$ cat config.mk
export PLATFORM = sky130hd
export DESIGN_NAME = display_arbiter
export DESIGN_NICKNAME = d
export VERILOG_FILES = /design/src/rtl/display_arbiter.sv
export SDC_FILE = /design/constraint.sdc
export NUM_CORES = 1
export LEC_CHECK = 0
export BUFFER_PORTS_ARGS = -buffer_cell sky130_fd_sc_hd__buf_2
export CAP_MARGIN = 20
export CORE_MARGIN = 2
export CORE_UTILIZATION = 50
export DETAILED_ROUTE_END_ITERATION = 12
export GPL_TIMING_DRIVEN = 0
export PLACE_DENSITY = 0.79
export SLEW_MARGIN = 15
export SYNTH_ARGS = -nofsm -noshare
export SYNTH_HDL_FRONTEND = slang
export SYNTH_SLANG_ARGS = --single-unit
$ cat constraint.sdc
create_clock -name i_Clk -period 6.1 [get_ports i_Clk]
set_clock_uncertainty 0.1 [all_clocks]
set_input_delay 0.305 -clock i_Clk [delete_from_list [all_inputs] [get_ports i_Clk]]
set_output_delay 0.305 -clock i_Clk [all_outputs]
set_load 0.005 [all_outputs]
$ cat src/rtl/display_arbiter.sv
// Round-robin owner of the two-digit seven-segment display, shared by three pattern sources.
// Every hand-over passes through a blanking gap; ownership has minimum and maximum hold times.
module display_arbiter #(
  parameter int unsigned g_MIN_HOLD = 25000000/10,
  parameter int unsigned g_MAX_HOLD = 25000000*2,
  parameter int unsigned g_BLANK    = 25000000/50
) (
  input  logic        i_Clk,
  input  logic        i_Reset,
  input  logic [2:0]  i_Req,
  input  logic [13:0] i_Seg_0,
  input  logic [13:0] i_Seg_1,
  input  logic [13:0] i_Seg_2,
  output logic [2:0]  o_Grant,
  output logic [13:0] o_Segments,
  output logic        o_Busy
);

  typedef enum logic [1:0] {
    IDLE  = 2'd0,
    BLANK = 2'd1,
    OWN   = 2'd2
  } state_t;

  localparam logic [31:0] BLANK_END = 32'(g_BLANK - 1);
  localparam logic [31:0] MIN_END   = 32'(g_MIN_HOLD - 1);
  localparam logic [31:0] MAX_END   = 32'(g_MAX_HOLD - 1);

  state_t      state, state_nxt;
  logic [31:0] r_Count, count_nxt;
  logic [1:0]  r_Next, next_nxt;
  logic [1:0]  r_Last, last_nxt;
  logic [2:0]  grant_nxt;
  logic [13:0] seg_nxt;
  logic [13:0] owner_seg;
  logic        owner_req;
  logic        other_req;

  function automatic logic [1:0] idx_inc(input logic [1:0] idx);
    return (idx == 2'd2) ? 2'd0 : idx + 2'd1;
  endfunction

  function automatic logic [2:0] onehot(input logic [1:0] idx);
    return 3'(3'b001 << idx);
  endfunction

  // Scan starts just after 'last', so the previous owner ranks last.
  function automatic logic [1:0] pick(input logic [2:0] req, input logic [1:0] last);
    logic [1:0] idx;
    logic [1:0] res;
    logic       found;
    idx   = idx_inc(last);
    res   = idx;
    found = 1'b0;
    for (int k = 0; k < 3; k++) begin
      if (!found && req[idx]) begin
        res   = idx;
        found = 1'b1;
      end
      idx = idx_inc(idx);
    end
    return res;
  endfunction

  always_comb begin
    owner_seg = '0;
    case (r_Next)
      2'd0:    owner_seg = i_Seg_0;
      2'd1:    owner_seg = i_Seg_1;
      2'd2:    owner_seg = i_Seg_2;
      default: owner_seg = '0;
    endcase
  end

  assign owner_req = |(i_Req & onehot(r_Next));
  assign other_req = |(i_Req & ~onehot(r_Next));

  // NOTE: every signal gets a default before the case so no path leaves one unassigned (no latches).
  always_comb begin
    state_nxt = state;
    count_nxt = r_Count;
    next_nxt  = r_Next;
    last_nxt  = r_Last;
    grant_nxt = o_Grant;
    seg_nxt   = o_Segments;
    case (state)
      IDLE: begin
        grant_nxt = '0;
        seg_nxt   = '0;
        if (|i_Req) begin
          next_nxt  = pick(i_Req, r_Last);
          count_nxt = '0;
          state_nxt = BLANK;
        end
      end
      BLANK: begin
        grant_nxt = '0;
        seg_nxt   = '0;
        if (!owner_req) begin
          state_nxt = IDLE;
        end else if (r_Count == BLANK_END) begin
          state_nxt = OWN;
          grant_nxt = onehot(r_Next);
          seg_nxt   = owner_seg;
          count_nxt = '0;
        end else begin
          count_nxt = r_Count + 32'd1;
        end
      end
      OWN: begin
        seg_nxt = owner_seg;
        if (r_Count != MAX_END) count_nxt = r_Count + 32'd1;
        if (r_Count >= MIN_END && (!owner_req || (other_req && r_Count == MAX_END))) begin
          last_nxt  = r_Next;
          grant_nxt = '0;
          seg_nxt   = '0;
          if (|i_Req) begin
            state_nxt = BLANK;
            next_nxt  = pick(i_Req, r_Next);
            count_nxt = '0;
          end else begin
            state_nxt = IDLE;
          end
        end
      end
      default: begin
        state_nxt = IDLE;
        grant_nxt = '0;
        seg_nxt   = '0;
      end
    endcase
  end

  always_ff @(posedge i_Clk or posedge i_Reset) begin
    if (i_Reset) begin
      state      <= IDLE;
      r_Count    <= '0;
      r_Next     <= 2'd0;
      r_Last     <= 2'd2;
      o_Grant    <= '0;
      o_Segments <= '0;
    end else begin
      state      <= state_nxt;
      r_Count    <= count_nxt;
      r_Next     <= next_nxt;
      r_Last     <= last_nxt;
      o_Grant    <= grant_nxt;
      o_Segments <= seg_nxt;
    end
  end

  assign o_Busy = (state != IDLE);

endmodule

==> impl_metrics.py <==
metrics = {
    "worst_setup_path": {
        "cp_num_buf_inv": 2,
        "cpLargestDelayFamily": "compound AO/OA/AOI/OAI gates",
        "critPathLaunchType": "register",
        "endpoint_kind": "register",
        "crit_chain": "ha_1, and4_1, buf_2, o311ai_1, a21oi_1, o32a_4, a31oi_2, buf_2, o21ai_0, a21oi_1",
        "worstSetupPathDepth": 10,
        "cp.required_ps": 6240,
        "crit_path_max_incr_delay_ps": 450,
        "crit_arrival_ps": 3120,
        "r2r_cells": 10,
        "crit_path_max_fanout": 10,
        "worstSetupPathType": "register to register",
        "slowest_stage": "dfrtp_1",
    },
    "clock_tree": {
        "clock-sinks": 55,
        "ctsHtreeMaxLevel": 2,
        "cts_max_path_buffers": 2,
        "cts_buffers": 5,
        "root_buffer": "clkbuf_8",
        "clk_pin_slew_worst_paths_ps": 100,
        "postCtsSetupRepairBufs": 0,
        "worst_skew_pair.late_latency_ps": 320,
        "cts_tree": "done",
    },
    "power": {
        "pwr-share-clk_pct": 19.7,
        "p_leak_nw": 1.80,
        "switching_share_pct": 42.7,
        "ir_worst_vdd_v": 0.000171,
        "intPower_w": 0.000718,
        "p_per_area_mw_per_mm2": 312,
        "power_frac_comb_pct": 47.9,
        "p_sw_w": 0.000535,
        "pwr-share-seq_pct": 32.5,
    },
    "finish": {
        "mostFrequentLayoutCells": "buf_2 (72), nor2_1 (57), dfrtp_1 (54)",
        "final_common_cell": "buf_2",
        "antenna_cells": 0,
        "area_delta_synth_final_pct": 16.2,
        "final_cell_area_sq_mm": 0.00401,
        "final_layout_size_suffix_gt1_share_pct": 20.5,
        "layout.nets": 525,
    },
    "timing": {
        "finalWorstSetupSlack_ps": 3120,
        "post-route-period-util_pct": 48.8,
        "period_needed_ps": 2980,
        "fmax_mhz": 336,
        "hold_viol": 0,
        "setup_tns_ps": 0,
        "worstMarginPinSlew_ps": 693,
        "slew_viol_final": 0,
        "slew_headroom_pct": 53.8,
        "whs_ps": 113,
        "rsz0062_at_grt": "no",
        "setup_viol_count_final": 0,
    },
    "route": {
        "drc": 0,
        "wl_met2_um": 4190,
        "vias_per_cell": 6.01,
        "routedWlPerCell_um": 15.3,
        "dr_wl_met3_um": 418,
        "dr.first_iter.drc_count": 248,
        "dr.pass1.iters": 4,
        "drt-total-wl_um": 8480,
        "ant_nets": 0,
        "top_layer": "met4",
        "met1_length_um": 3760,
        "vias": 3328,
    },
    "floorplanning": {
        "coreArea_sq_mm": 0.00672,
        "die-height_um": 87.1,
        "die_area_sq_mm": 0.00758,
        "chipWidth_um": 87.1,
        "start_util_pct": 51.4,
        "rows": 30,
        "io_pins": 65,
    },
    "synthesis": {
        "synth_top_family_by_area": "simple AND/OR/NAND/NOR gates",
        "ys_seq_area_share_pct": 39.9,
        "synthArstFlopShare_pct": 100,
        "synth_enable_flop_cells": 0,
        "synth-simple-area-share_pct": 26.4,
        "syn_nets": 453,
        "yosysWarnings": 0,
        "synth_area_sq_mm": 0.00345,
        "netlist_instances": 401,
        "ys_types": 58,
        "synth_compound_area_share_pct": 17.9,
        "synth-main-ff-cell": "dfrtp_1",
        "yosys-mux-area-fraction_pct": 7.07,
        "synthXorXnorAreaFrac_pct": 1.78,
        "synthAdderAreaFrac_pct": 1.81,
        "syn_area_per_cell_sq_um": 8.61,
        "ys_seq_elements": 55,
    },
    "job": {
        "maxCapViolations": 0,
    },
    "worst_hold_path": {
        "hold-path-cell-count": 3,
        "hp-class": "input port to register",
    },
    "grt": {
        "grt_pass1_wl_um": 13700,
        "grt_pass1_vias": 3067,
        "grt_use_total_pct": 22.6,
        "antenna_found_initial": 0,
        "grt_max_degree": 37,
        "overflow": 0,
    },
    "place": {
        "gp_congestion": 0.873,
        "place_area_sq_mm": 0.00389,
        "io_buffers": 63,
        "pre_cts_ws_ps": 3210,
        "hpwl_um": 6200,
    },
    "run_status": {
        "status": "finished clean",
    },
}
synthesized netlist by cell type, drive strengths merged, types with 5 or more instances:
library cell | number | area (sq um)
nor2 | 57 | 214
inv | 18 | 67.6
a21o | 7 | 52.6
a211oi | 6 | 50.1
nand3 | 20 | 100
o21ai | 26 | 134
buf | 14 | 71.3
or4 | 6 | 52.6
nor3 | 13 | 70.1
nor4 | 7 | 43.8
xnor2 | 6 | 52.6
clkbuf | 10 | 37.5
or3 | 11 | 73.8
a21oi | 31 | 155
mux2i | 21 | 210
nand2 | 23 | 86.3
a31oi | 5 | 37.5
nand4 | 12 | 75.1
ha | 5 | 62.6
dfrtp | 54 | 1350
sequential cells by signal, summed over array words and instances, names as in the netlist:
name	cells
state	2
r_Next	2
o_Segments	14
r_Last	2
r_Count	32
o_Grant	3
tightest hold or removal path, cell delays in order:
cell and delay (ps):
buf_2 70, a21oi_1 50, nor2_1 70
kinds of logic (layout without fill, tap and decap cells):
family | after synthesis | in the layout
XOR/XNOR | 7 | 7
buffers and inverters | 42 | 115
multiplexers | 24 | 24
AND/OR/NAND/NOR | 173 | 173
flip-flops | 55 | 55
adder cells (fa/ha/maj) | 5 | 5
AO/OA/AOI/OAI | 95 | 95
path summary, 6_finish.rpt:
kind                       slack, ps                 endpoint                   start
min                              110  o_Segments[5]$_DFF_PP0_              i_Seg_1[5]
min reg2reg                      380   o_Grant[0]$_DFFE_PP0P_  o_Grant[0]$_DFFE_PP0P_
max                             3120   r_Count[5]$_DFFE_PP0P_  r_Count[0]$_DFFE_PP0P_
max reg2reg                     3120   r_Count[5]$_DFFE_PP0P_  r_Count[0]$_DFFE_PP0P_
min in group asynchronous        420  r_Count[30]$_DFFE_PP0P_                 i_Reset
max in group asynchronous       4860    r_Last[1]$_DFFE_PP1P_                 i_Reset
repair_timing:
action	in CTS	in global routing
hold endpoints to repair	19	0
hold buffers	1	0
gates resized for setup	0	0
final cells by class:
type / count / area [sq um]
Inverter: 18 / 67.6
Fill cell: 582 / 2710
Buffer: 24 / 109
Sequential cell: 55 / 1380
Timing Repair Buffer: 65 / 345
Tap cell: 80 / 100
Clock buffer: 5 / 68.8
Multi-Input combinational cell: 304 / 1900
Clock inverter: 3 / 46.3
power groups by stage:
stage	Combinational, W	Sequential [W]	Clock [W]
2_1_floorplan	0.000425	0.000411	0
3_3_place_gp	0.000567	0.000412	0
3_5_place_dp	0.000583	0.000413	0
4_1_cts	0.000588	0.000406	0.000252
5_1_grt	0.000659	0.000410	0.000264
6_report	0.000599	0.000407	0.000247
through the flow:
step | total power (W) | cells | util [%]
after global placement | 0.000979 | 544 | 57.5
final | 0.00125 | 554 | 59.7
after detailed placement | 0.000997 | 545 | 57.8
after CTS | 0.00125 | 554 | 59.7
after global routing | 0.00133 | 554 | 59.7
after floorplan | 0.000836 | 401 | -
metal layers:
layer | GRT usage (%) | up-vias
met5 | 0 | -
met4 | 8.81 | 0
met3 | 3.79 | 10
met2 | 36.4 | 113
met1 | 30.3 | 1601
li1 | - | 1604
Note: power is estimated with default switching activity, not from simulation.
